[config.mk]
export PLATFORM = sky130hd
export DESIGN_NAME = uart_tx_fifo
export DESIGN_NICKNAME = d
export VERILOG_FILES = /design/src/rtl/uart_tx_fifo.sv
export SDC_FILE = /design/constraint.sdc
export NUM_CORES = 1
export LEC_CHECK = 0
export ABC_AREA = 1
export BUFFER_PORTS_ARGS = -buffer_cell sky130_fd_sc_hd__buf_4
export CORE_MARGIN = 10
export CORE_UTILIZATION = 55
export DETAILED_ROUTE_END_ITERATION = 8
export PLACE_DENSITY = 0.73
export REMOVE_ABC_BUFFERS = 1
export SKIP_CTS_REPAIR_TIMING = 1
export SYNTH_ARGS = -nofsm -noshare
export SYNTH_HDL_FRONTEND = slang
export SYNTH_SLANG_ARGS = --single-unit
[constraint.sdc]
create_clock -name clk -period 4.4 [get_ports clk]
set_input_delay 0 -clock clk [delete_from_list [all_inputs] [get_ports clk]]
set_output_delay 0 -clock clk [all_outputs]
set_load 0.03 [all_outputs]
[src/rtl/uart_tx_fifo.sv]
// rtl/uart_tx_fifo.sv - 8N1 UART transmitter fed by a 4-entry byte FIFO
// Frames chain back-to-back while the FIFO holds data; overflow is sticky until reset.
module uart_tx_fifo #(
  parameter int BIT_NUM      = 8,
  parameter int CLKS_PER_BIT = 10416
) (
  input  logic               clk,
  input  logic               reset,
  input  logic               wr_en,
  input  logic [BIT_NUM-1:0] wr_data,
  output logic               tx,
  output logic               busy,
  output logic               full,
  output logic               empty,
  output logic [2:0]         count,
  output logic               overflow
);

  localparam int CW = (CLKS_PER_BIT > 1) ? $clog2(CLKS_PER_BIT) : 1;
  localparam int BW = (BIT_NUM > 1) ? $clog2(BIT_NUM) : 1;
  localparam logic [CW-1:0] BAUD_LAST = CW'(CLKS_PER_BIT - 1);
  localparam logic [BW-1:0] BIT_LAST  = BW'(BIT_NUM - 1);

  typedef enum logic [1:0] {IDLE, START, DATA, STOP} state_t;

  state_t             state;
  state_t             state_next;
  logic [BIT_NUM-1:0] mem [4];
  logic [1:0]         wr_ptr;
  logic [1:0]         rd_ptr;
  logic [CW-1:0]      baud_cnt;
  logic [BW-1:0]      bit_idx;
  logic [BIT_NUM-1:0] shift;
  logic [BIT_NUM-1:0] shift_nx;
  logic               wr_ok;
  logic               pop;
  logic               baud_done;

  assign full      = (count == 3'd4);
  assign empty     = (count == 3'd0);
  assign busy      = (state != IDLE);
  assign wr_ok     = wr_en && !full;
  assign baud_done = (baud_cnt == BAUD_LAST);
  assign shift_nx  = shift >> 1;

  always_ff @(posedge clk or negedge reset) begin
    if (!reset) begin
      state <= IDLE;
    end else begin
      state <= state_next;
    end
  end

  always_comb begin
    state_next = state;
    pop        = 1'b0;
    case (state)
      IDLE: begin
        if (!empty) begin
          pop        = 1'b1;
          state_next = START;
        end
      end
      START: begin
        if (baud_done) state_next = DATA;
      end
      DATA: begin
        if (baud_done && bit_idx == BIT_LAST) state_next = STOP;
      end
      STOP: begin
        // Chain straight into the next start bit so queued bytes leave no idle gap.
        if (baud_done) begin
          if (!empty) begin
            pop        = 1'b1;
            state_next = START;
          end else begin
            state_next = IDLE;
          end
        end
      end
      default: state_next = IDLE;
    endcase
  end

  always_ff @(posedge clk) begin
    if (wr_ok) mem[wr_ptr] <= wr_data;
  end

  always_ff @(posedge clk or negedge reset) begin
    if (!reset) begin
      wr_ptr   <= 2'd0;
      rd_ptr   <= 2'd0;
      count    <= 3'd0;
      overflow <= 1'b0;
    end else begin
      if (wr_ok) wr_ptr <= wr_ptr + 2'd1;
      if (pop) rd_ptr <= rd_ptr + 2'd1;
      count <= count + {2'b00, wr_ok} - {2'b00, pop};
      if (wr_en && full) overflow <= 1'b1;
    end
  end

  always_ff @(posedge clk or negedge reset) begin
    if (!reset) begin
      tx       <= 1'b1;
      baud_cnt <= '0;
      bit_idx  <= '0;
      shift    <= '0;
    end else begin
      case (state)
        IDLE: begin
          baud_cnt <= '0;
          bit_idx  <= '0;
          if (pop) begin
            shift <= mem[rd_ptr];
            tx    <= 1'b0;
          end else begin
            tx <= 1'b1;
          end
        end
        START: begin
          if (baud_done) begin
            baud_cnt <= '0;
            bit_idx  <= '0;
            tx       <= shift[0];
          end else begin
            baud_cnt <= baud_cnt + CW'(1);
          end
        end
        DATA: begin
          if (baud_done) begin
            baud_cnt <= '0;
            if (bit_idx == BIT_LAST) begin
              tx <= 1'b1;
            end else begin
              bit_idx <= bit_idx + BW'(1);
              shift   <= shift_nx;
              tx      <= shift_nx[0];
            end
          end else begin
            baud_cnt <= baud_cnt + CW'(1);
          end
        end
        STOP: begin
          if (baud_done) begin
            baud_cnt <= '0;
            bit_idx  <= '0;
            if (pop) begin
              shift <= mem[rd_ptr];
              tx    <= 1'b0;
            end else begin
              tx <= 1'b1;
            end
          end else begin
            baud_cnt <= baud_cnt + CW'(1);
          end
        end
        default: begin
          tx       <= 1'b1;
          baud_cnt <= '0;
        end
      endcase
    end
  end

endmodule

## After elaboration in Yosys (flattened, before gate mapping)

Memories as Yosys holds them, arrays and structs flattened.
Index checks and enable logic that the tools add are counted.

| word-level totals | value |
|---|---|
| flip-flop bits (word level) | 36 |
| RAM bits | 32 |
| input port bits | 11 |
| logic and storage cells | 71 |
| memories kept | 1 |

Memories:

| name | depth | width | read ports | clocked after Yosys merged registers in | wr ports | line | source |
|---|---|---|---|---|---|---|---|
| mem | 4 | 8 | 1 | 0 | 1 | 28 | `logic [BIT_NUM-1:0] mem [4];` |

| operators by class | value |
|---|---|
| $add $sub $neg | 6 |
| equality and inequality tests | 13 |
| multiplexer cells | 28 |
| reduce and logical (&&, ||, !) cells | 14 |

Operator list:

| cell | count |
|---|---|
| two-way mux 8 bit | 4 |
| one-hot mux 14 bit (2 select lines) | 1 |
| one-hot mux 8 bit (3 select lines) | 1 |
| adder 14 x 1 -> 14 bit (second input constant) | 1 |
| == test 14 bit (second input constant) | 1 |
| two-way mux 14 bit | 1 |
| inequality test 2 bit (second input constant) | 6 |
| two-way mux 1 bit | 10 |
| two-way mux 3 bit | 3 |
| one-hot mux 3 bit (3 select lines) | 1 |
| two-way mux 2 bit | 4 |
| one-hot mux 2 bit (4 select lines) | 1 |
| AND reduction 4 bit | 2 |
| == test 3 bit (second input constant) | 2 |
| AND reduction 3 bit | 2 |
| adder 2 x 1 -> 2 bit (second input constant) | 2 |
| == test 2 bit (second input constant) | 2 |
| one-hot mux 1 bit (4 select lines) | 1 |
| adder 3 x 1 -> 3 bit | 1 |
| adder 3 x 1 -> 3 bit (second input constant) | 1 |
| logical AND 1 bit | 3 |
| zero test 3 bit | 1 |
| nonzero test 3 bit | 1 |
| OR reduction 3 bit | 1 |
| other kinds (8) | 8 |

## Longest topological paths before layout

Gate-level depths: netlist (run 1).

| logic depth | value |
|---|---|
| depth after elaboration | 7 |
| depth in mapped cells | 11 |
| gate-level depth less buffers | 11 |

## Worst setup path after synthesis (run 1)

Ideal clock, no wire load.

| timing | value |
|---|---|
| kind | reg2reg |
| start | register count[0] |
| end | register count[2] |
| library setup time | 0.123 ns |
| arrival time | 1.937 ns |
| data required time | 4.277 ns |
| path slack | 2.341 ns |
| stages on the path, launching flop included | 10 |
| buffers on the path | 0 |
| clock period less this slack | 2.059 ns |
| cell sequence | dfrtp_1 > nor2_1 > a21oi_1 > nand3_1 > nand2_2 > nand2_2 > xor2_1 > ha_1 > fa_1 > xnor2_1 |

| between the ends | value |
|---|---|
| word-level cells in the longest chain between the ends | 5 |
| elaborated cells on any way between the ends | 9 |
| those cells by class | 2 x add/sub; 1 x eq/ne; 3 x mux; 3 x reduce/logical |

Ends and longest elaborated chain:

| item | line | source |
|---|---|---|
| from (decl) | 15 | `output logic [2:0] count,` |
| from (signal assigned) | 98 | `count <= count + {2'b00, wr_ok} - {2'b00, pop};` |
| == test 3 bit or zero test 3 bit (tied branches) | 39, 40 |  |
| zero test 1 bit or two-way mux 1 bit (tied branches) | 42, 59, 73 |  |
| logical AND 1 bit or two-way mux 1 bit (tied branches) | 42, 72 |  |
| adder 3 x 1 -> 3 bit or one-hot mux 1 bit (2 select lines) (tied branches) | 98, 57 |  |
| subtractor 3 x 1 -> 3 bit (*) | 98 |  |

Mark *: on every way between the ends. The rest lies on a longest branch, timed or not.
A chain may end at the register's enable or synchronous reset.

## Worst setup path in the final report (run 1)

| timing | value |
|---|---|
| start | register baud_cnt[0] |
| end | register count[2] |

| between the ends | value |
|---|---|
| word-level cells in the longest chain between the ends | 4 |

Ends and longest elaborated chain:

| item | line | source |
|---|---|---|
| from (decl) | 31 | `logic [CW-1:0] baud_cnt;` |
| from (signal assigned) | 127 | `baud_cnt <= baud_cnt + CW'(1);` |
| from (signal assigned) | 141 | `baud_cnt <= baud_cnt + CW'(1);` |
| from (signal assigned) | 155 | `baud_cnt <= baud_cnt + CW'(1);` |
| == test 14 bit | 43 | `assign baud_done = (baud_cnt == BAUD_LAST);` |
| two-way mux 1 bit | 72 | `if (baud_done) begin` |
| one-hot mux 1 bit (2 select lines) | 57 | `case (state)` |
| subtractor 3 x 1 -> 3 bit | 98 |  |

No other way between the ends.

==> results.rst, run 1 <==
.. list-table::
   :header-rows: 1

   * - Metric
     - Value
   * - Total number of H-tree levels
     - 3
   * - Number of input and output port buffers inserted
     - 18
   * - Worst Tran Pin Value
     - 0.8073 ns
   * - Antenna diode instance count
     - 0
   * - Routability-driven placement congestion ratio
     - 0.8443
   * - Number of flops mapped to enable cells by yosys
     - 32
   * - Nature of the critical path startpoint
     - flip-flop
   * - Hold Violations, Final
     - 0
   * - Vertical extent of the die
     - 96.95 um
   * - Power density of the placed cells
     - 442.8 nW/um^2
   * - Initial antenna violation count
     - 0
   * - Most area-hungry cell type in the Yosys netlist
     - edfxtp_1
   * - Min cycle time layout
     - 2.145 ns
   * - Number of filler instances in the final layout
     - 441
   * - Antenna-violating nets left
     - 0
   * - TritonCTS clock tree
     - yes
   * - Die Outline Area
     - 9399 um^2
   * - Ratio of final minimum period to clock period
     - 0.4874
   * - Area contributors post-synth
     - edfxtp_1, dfrtp_1, nand2_1
   * - Most frequent cells after synthesis
     - nand2_1, nand3_1, dfrtp_1
   * - Total CTS buffers
     - 9
   * - Avg Synthesized Cell Area
     - 9.722 um^2
   * - Total Routing Usage GR
     - 0.1323
   * - Classification of the worst setup path
     - flip-flop to flip-flop
   * - IR Drop Worst-Case VDD
     - 314.4 uV
   * - Minimum setup slack in the final design
     - 2.255 ns
   * - Core occupancy in the finished layout
     - 0.6669
   * - Post-synthesis to final-layout area growth
     - 15.52%
   * - Fin nets
     - 392
   * - Global-route wire length before repair
     - 10330 um
   * - Max transition margin
     - 0.4598
   * - Routed via count
     - 2351
   * - Share of flip-flops with an asynchronous set or reset
     - 0.5294
   * - Top_reg_cell synth
     - dfrtp_1
   * - Worst-path fanout max
     - 4
   * - Data arrival, critical path
     - 2.37 ns
   * - Worst clock skew
     - 0.009343 ns
   * - RSZ-0062 raised after global routing
     - false
   * - Count of clock tree sinks
     - 68
   * - Delay of the slowest critical-path stage
     - 0.37 ns
   * - Fraction of synthesized cell area taken by the top area cell type
     - 0.2950
   * - Overflow after GRT
     - 0
   * - FMAX
     - 466.3 MHz
   * - Count of mapped cells out of synthesis
     - 335
   * - Count of TritonRoute iterations in the first routing pass
     - 6
   * - Post-synthesis cell area
     - 3257 um^2
   * - WL per Instance
     - 14.10 um
   * - Most numerous cell in the Yosys netlist
     - nand2_1
   * - Cells traversed along the worst timing path
     - ha_1, nand3_2, nor2_4, nand3_1, nand2_2, nand2_2, xor2_1, ha_1, fa_1, xnor2_1
   * - Yosys synthesis warning count
     - 0
   * - Number of DRC markers in iteration 0
     - 144
   * - IO Count
     - 19
   * - Data required time of the worst path
     - 4.62 ns
   * - Total Neg Setup Slack
     - 0 ns
   * - Critical path capture point type
     - flip-flop
   * - Aggregate routed wire length
     - 6262 um
   * - Total DRC errors in the routed layout
     - 0
   * - Slew Viols, Final
     - 0
   * - Cell with the biggest individual delay on the critical path
     - dfrtp_1
   * - Clock edge transition at the registers on the reported setup and hold paths
     - 0.08 ns
   * - Number of setup violations in the final report
     - 0
   * - Static Leakage
     - 1.728 nW
   * - Fraction of final layout cells with drive strength greater than 1
     - 0.1425
   * - Core area
     - 5642 um^2
   * - Source-to-sink clock delay at the later pin of the worst-skew pair
     - 0.34 ns
   * - Pin count of the biggest net entering global routing
     - 37
   * - Average via count per standard cell
     - 5.295
   * - Final HPWL DP
     - 4253 um
   * - Status
     - completed
   * - Root buffer cell
     - clkbuf_8
   * - Initial core utilization
     - 0.5773
   * - Worst-case clock buffer depth
     - 2
   * - Hold/Removal Path Class
     - input port to async pin
   * - Via count of the first global-routing pass
     - 2201
   * - Maximum Capacitance Violations
     - 0
   * - Number of distinct library cell variants in the gate-level netlist after synthesis
     - 34
   * - Horizontal die dimension
     - 96.95 um
   * - FP Rows
     - 27
   * - Post-synthesis register bit count
     - 68
   * - Register area share after synthesis
     - 0.5720
   * - Worst slack, placed
     - 2.249 ns
-- cell type report --
| type | instances | area, um^2 | area share |
|---|---|---|---|
| clock inverters | 7 | 98.84 | 0.02627 |
| well taps | 72 | 90.09 | 0.02394 |
| repair buffers | 28 | 235.2 | 0.06252 |
| inverters | 37 | 138.9 | 0.03691 |
| clock buffers | 9 | 123.9 | 0.03292 |
| flip-flops and latches | 68 | 1863 | 0.4952 |
| multi-input cells | 223 | 1212 | 0.3222 |
-- worst max-delay path, delay by kind of cell, from the launching register on --
| family | cells | cell delay (ns) |
|---|---|---|
| DFF | 1 | 0.37 |
| adders and majority gates | 3 | 0.80 |
| xor gates and xnor gates | 2 | 0.29 |
| and+or+nand+nor | 5 | 0.58 |
-- path summary, 6_finish.rpt --
check | startpoint | to | slack [ns] | cells past startpoint
worst max-delay path | baud_cnt[0]$_DFF_PN0_ | count[2]$_DFF_PN0_ | 2.26 | 10
worst min-delay path | reset | shift[6]$_DFFE_PN0P_ | 0.15 | 2
worst max register to register | baud_cnt[0]$_DFF_PN0_ | count[2]$_DFF_PN0_ | 2.26 | 10
worst min register to register | baud_cnt[0]$_DFF_PN0_ | baud_cnt[0]$_DFF_PN0_ | 0.46 | 1
max in group asynchronous | reset | tx$_DFFE_PN1P_ | 3.91 | 2
min in group clk | wr_data[0] | mem[0][0]$_DFFE_PP_ | 0.40 | 2
-- logic make-up (layout without fill, tap and decap cells) --
family	after synthesis	in the layout	synth area share
fa+ha+maj	14	14	0.05609
compound gates	24	24	0.04111
buf+inv	44	81	0.05571
simple gates	176	176	0.2509
flops	68	68	0.5720
xor+xnor	9	9	0.02420
-- per-layer routing --
| layer | vias to the layer above | part of all wire | global-route usage | routed length [um] |
|---|---|---|---|---|
| li1 | 1158 | - | - | - |
| met1 | 1114 | 0.45 | 0.1695 | 2841 |
| met2 | 66 | 0.47 | 0.2050 | 2947 |
| met3 | 13 | 0.059 | 0.03265 | 372 |
| met4 | 0 | 0.016 | 0.06088 | 100 |
| met5 | - | 0 | 0 | 0 |
-- registers in the layout, indices dropped and copies added (netlist names) --
| signal | flops |
|---|---|
| tx | 1 |
| wr_ptr | 2 |
| mem | 32 |
| state | 2 |
| baud_cnt | 14 |
| count | 3 |
| overflow | 1 |
| rd_ptr | 2 |
| bit_idx | 3 |
| shift | 8 |
-- where the power goes --
part	switching, mW	leakage [nW]	internal, mW
clock network	0.246	0.112	0.323
registers	0.0399	0.737	0.761
logic	0.193	0.879	0.102
-- per-stage QoR --
stage,hold slack (ns),power [mW],cell area (um^2),instances
3_5_place_dp,-0.01997,1.108,3440,418
6_report,0.1480,1.666,3762,444
3_3_place_gp,-0.01732,1.096,3440,418
5_1_grt,0.2077,1.753,3762,444
4_1_cts,-0.3880,1.677,3662,434
2_1_floorplan,-0.2956,0.9958,3214,328
-- placed cells by master, fill, tap and decap left out, types with 3 or more instances in the layout --
cell type and instances:
a21oi_1 11, buf_4 18, clkbuf_8 9, clkinv_1 3
dfrtp_1 35, dlygate4sd3_1 10, edfxtp_1 32, ha_1 13
inv_1 33, nand2_1 92, nand2_2 4, nand2_4 4
nand3_1 40, nor2_1 24, nor2_4 3, nor3_1 3
o21ai_0 7, xor2_1 7
Note: power is estimated with default switching activity, not from simulation.
==> inputs of run 2 (changes only) <==
ABC_AREA = 0   (was 1)
clock period = 2.18 ns   (was 4.4 ns; I/O delays follow)
==> run 2 against run 1 <==
Effect of this change:
- the run now ends with negative setup slack left
- register-to-register slack got worse by 2.6 ns
- via count fell by 6.3%
- power rose to 3.4 times the previous value
- flip-flop and latch count did not move
- maximum frequency is 15% lower
- worst setup slack worse by 2.6 ns
- worst hold slack worse by 0.0059 ns
- clock-buffer cell count did not move
- non-clock buffer count rose by 46
- largest power group is now combinational cells
==> results.rst, run 2 <==
.. list-table::
   :header-rows: 1

   * - Metric
     - Value
   * - Antenna diode instance count
     - 0 (unchanged)
   * - Core area
     - 5608 um^2 (was 5642 um^2)
   * - Pin count of the biggest net entering global routing
     - 37 (unchanged)
   * - Count of mapped cells out of synthesis
     - 246 (was 335)
   * - Data required time of the worst path
     - 2.41 ns (was 4.62 ns)
   * - Cells traversed along the worst timing path
     - or4b_4, o41ai_4, nand2_2, xnor2_2, ha_2, fa_2, xnor2_2, xnor2_1 (was ha_1, nand3_2, nor2_4, nand3_1, nand2_2, nand2_2, xor2_1, ha_1, fa_1, xnor2_1)
   * - Avg Synthesized Cell Area
     - 13.21 um^2 (was 9.722 um^2)
   * - Aggregate routed wire length
     - 6467 um (was 6262 um)
   * - Most area-hungry cell type in the Yosys netlist
     - edfxtp_1 (unchanged)
   * - Worst clock skew
     - 0.01067 ns (was 0.009343 ns)
   * - Regs by FF count
     - mem x32, baud_cnt x14, shift x8 (unchanged)
   * - Number of input and output port buffers inserted
     - 18 (unchanged)
   * - Total CTS buffers
     - 9 (unchanged)
   * - Number of DRC markers in iteration 0
     - 114 (was 144)
   * - Classification of the worst setup path
     - flip-flop to flip-flop (unchanged)
   * - Number of distinct library cell variants in the gate-level netlist after synthesis
     - 48 (was 34)
   * - Total Routing Usage GR
     - 0.1273 (was 0.1323)
   * - Ratio of final minimum period to clock period
     - 1.155 (was 0.4874)
   * - Share of total power consumed by net switching
     - 0.3419 (was 0.2878)
   * - Final HPWL DP
     - 4254 um (was 4253 um)
   * - Vertical extent of the die
     - 96.88 um (was 96.95 um)
   * - Global-route wire length before repair
     - 9915 um (was 10330 um)
   * - WL met2
     - 3342 um (was 2947 um)
   * - Total Neg Setup Slack
     - -2.345 ns (was 0 ns)
   * - Count of non-filler cells in the finished layout
     - 400 (was 444)
   * - Top Layer Used
     - met4 (unchanged)
   * - Gate power share
     - 0.465 (was 0.177)
   * - Routed via count
     - 2203 (was 2351)
   * - Root buffer cell
     - clkbuf_8 (unchanged)
   * - Critical path capture point type
     - flip-flop (unchanged)
   * - Commonest non-fill, non-tap cells in the layout
     - buf_4, dfrtp_1, edfxtp_1 (was nand2_1, nand3_1, dfrtp_1)
   * - Number of setup violations in the final report
     - 22 (was 0)
   * - Most numerous cell in the Yosys netlist
     - dfrtp_1 (was nand2_1)
   * - Core occupancy in the finished layout
     - 0.7515 (was 0.6669)
   * - Horizontal die dimension
     - 96.88 um (was 96.95 um)
   * - Most flop-heavy register
     - mem (unchanged)
   * - Post-synthesis cell area
     - 3251 um^2 (was 3257 um^2)
   * - Worst slack, placed
     - -0.4676 ns (was 2.249 ns)
   * - IO Count
     - 19 (unchanged)
   * - Count of clock tree sinks
     - 68 (unchanged)
   * - Status
     - complete, but fails checks (was completed)
   * - Total number of H-tree levels
     - 3 (unchanged)
   * - Most frequent cells after synthesis
     - dfrtp_1, edfxtp_1, nor2_1 (was nand2_1, nand3_1, dfrtp_1)
   * - Worst Tran Pin Value
     - 0.4675 ns (was 0.8073 ns)
   * - Post-synthesis register bit count
     - 68 (unchanged)
   * - Hold/Removal Path Class
     - input port to async pin (unchanged)
   * - Fraction of final layout cells with drive strength greater than 1
     - 0.3598 (was 0.1425)
   * - Post-synthesis to final-layout area growth
     - 29.64% (was 15.52%)
   * - Total DRC errors in the routed layout
     - 0 (unchanged)
   * - WL met1
     - 2828 um (was 2841 um)
   * - Hold Violations, Final
     - 0 (unchanged)
   * - Antenna-violating nets left
     - 0 (unchanged)
   * - Initial core utilization
     - 0.5797 (was 0.5773)
   * - Routability-driven placement congestion ratio
     - 0.8579 (was 0.8443)
   * - Area contributors post-synth
     - edfxtp_1, dfrtp_1, mux4_2 (was edfxtp_1, dfrtp_1, nand2_1)
   * - Die Outline Area
     - 9385 um^2 (was 9399 um^2)
   * - Initial antenna violation count
     - 0 (unchanged)
   * - Data arrival, critical path
     - 2.75 ns (was 2.37 ns)
   * - Leading cell type in the layout, fill and taps excluded
     - buf_4 (was nand2_1)
   * - Max transition margin
     - 0.6883 (was 0.4598)
   * - Crit-path most repeated cell
     - xnor2_2
   * - Routed wire length on met3
     - 174 um (was 372 um)
   * - Top_reg_cell synth
     - dfrtp_1 (unchanged)
   * - RSZ-0062 raised after global routing
     - true (was false)
   * - Internal power contribution
     - 3.742 mW (was 1.187 mW)
   * - WL per Instance
     - 16.17 um (was 14.10 um)
   * - Yosys synthesis warning count
     - 0 (unchanged)
   * - Slew Viols, Final
     - 0 (unchanged)
   * - Worst-path fanout max
     - 3 (was 4)
   * - Fin nets
     - 348 (was 392)
   * - Cell with the biggest individual delay on the critical path
     - or4b_4 (was dfrtp_1)
   * - Share of flip-flops with an asynchronous set or reset
     - 0.5294 (unchanged)
   * - IR Drop Worst-Case VDD
     - 939.1 uV (was 314.4 uV)
   * - Worst-case clock buffer depth
     - 2 (unchanged)
   * - Failing checks
     - negative setup slack
   * - Average via count per standard cell
     - 5.508 (was 5.295)
   * - Placed Cells
     - 367 (was 418)
   * - Min cycle time layout
     - 2.519 ns (was 2.145 ns)
   * - Minimum setup slack in the final design
     - -0.3387 ns (was 2.255 ns)
   * - Delay of the slowest critical-path stage
     - 0.58 ns (was 0.37 ns)
   * - Fraction of synthesized cell area taken by the top area cell type
     - 0.2956 (was 0.2950)
   * - Clock edge transition at the registers on the reported setup and hold paths
     - 0.08 ns (about the same)
   * - Static Leakage
     - 1.785 nW (was 1.728 nW)
   * - Count of TritonRoute iterations in the first routing pass
     - 4 (was 6)
   * - Sequential Power Share
     - 0.339 (was 0.481)
   * - Net switching component of the power
     - 1.945 mW (was 479.4 uW)
   * - TritonCTS clock tree
     - yes (unchanged)
   * - Register area share after synthesis
     - 0.5731 (was 0.5720)
   * - Max FFs per register
     - 32 (unchanged)
   * - FMAX
     - 397.0 MHz (was 466.3 MHz)
   * - FP Rows
     - 27 (unchanged)
   * - Power density of the placed cells
     - 1350 nW/um^2 (was 442.8 nW/um^2)
   * - Overflow after GRT
     - 0 (unchanged)
   * - Via count of the first global-routing pass
     - 2094 (was 2201)
   * - Source-to-sink clock delay at the later pin of the worst-skew pair
     - 0.35 ns (was 0.34 ns)
   * - Maximum Capacitance Violations
     - 0 (unchanged)
   * - Clock power share
     - 0.197 (was 0.342)
   * - Nature of the critical path startpoint
     - flip-flop (unchanged)
   * - Number of flops mapped to enable cells by yosys
     - 32 (unchanged)
[run 2: cell count changes after synthesis, sizes merged, moves of 6 or more]
cell,before,now
o221a,0,6
nor2,28,17
and2,0,7
inv,35,11
nand3,41,6
a21oi,11,2
mux4,0,8
nand2,100,10
[run 2: cell families after synthesis]
family	share of synthesized area
compound gates	0.08969
xor+xnor	0.04311
fa+ha+maj	0.05620
buf+inv	0.02694
flops	0.5731
mux	0.07159
simple gates	0.1393
[run 2: critical path: cells and delay by family, from the launching register on]
| family | cells | cell delay (ns) |
|---|---|---|
| xor+xnor | 3 | 0.42 |
| fa+ha+maj | 2 | 0.53 |
| flops | 1 | 0.39 |
| compound gates | 1 | 0.34 |
| simple gates | 2 | 0.73 |
[run 2: metal layers]
layer / track usage / up-vias
met5: 0 / -
met2: 0.2009 / 44
met3: 0.03052 / 11
met4: 0.07328 / 0
met1: 0.1550 / 1081
li1: - / 1067
[run 2: path summary, 6_finish.rpt]
check | from | to | slack [ns] | depth (start not counted)
min in group clk | wr_data[1] | mem[1][1]$_DFFE_PP_ | 0.39 | 2
hold reg to reg | overflow$_DFFE_PN0P_ | overflow$_DFFE_PN0P_ | 0.46 | 1
setup reg to reg | baud_cnt[4]$_DFF_PN0_ | count[2]$_DFF_PN0_ | -0.34 | 8
setup / recovery | baud_cnt[4]$_DFF_PN0_ | count[2]$_DFF_PN0_ | -0.34 | 8
max in group asynchronous | reset | shift[5]$_DFFE_PN0P_ | 1.69 | 2
hold / removal | reset | shift[0]$_DFFE_PN0P_ | 0.14 | 2
[run 2: metrics by stage]
step                hold WS (ns)  total power, mW  area [um^2]
floorplan                -0.2956            3.404         3204
global placement        -0.01034            4.249         3735
detailed placement     -0.009622            4.305         3735
CTS                      -0.3920            5.429         3950
global route              0.1941            6.052         4214
finish                    0.1421            5.687         4214
[run 2: cell type report]
type / instances / area, um^2
Sequential cell: 68 / 1863
Fill cell: 381 / 1394
Multi-Input combinational cell: 159 / 1379
Timing Repair Buffer: 74 / 625.6
Clock buffer: 9 / 123.9
Clock inverter: 7 / 91.34
Tap cell: 72 / 90.09
Inverter: 11 / 41.29
[run 2: power groups by stage]
stage          Clock (mW)  Combinational, mW  Sequential, mW
6_report             1.12               2.64            1.93
4_1_cts              1.14               2.37            1.93
3_3_place_gp            0               2.31            1.94
5_1_grt              1.19               2.89            1.97
2_1_floorplan           0               1.38            2.02
3_5_place_dp            0               2.36            1.95
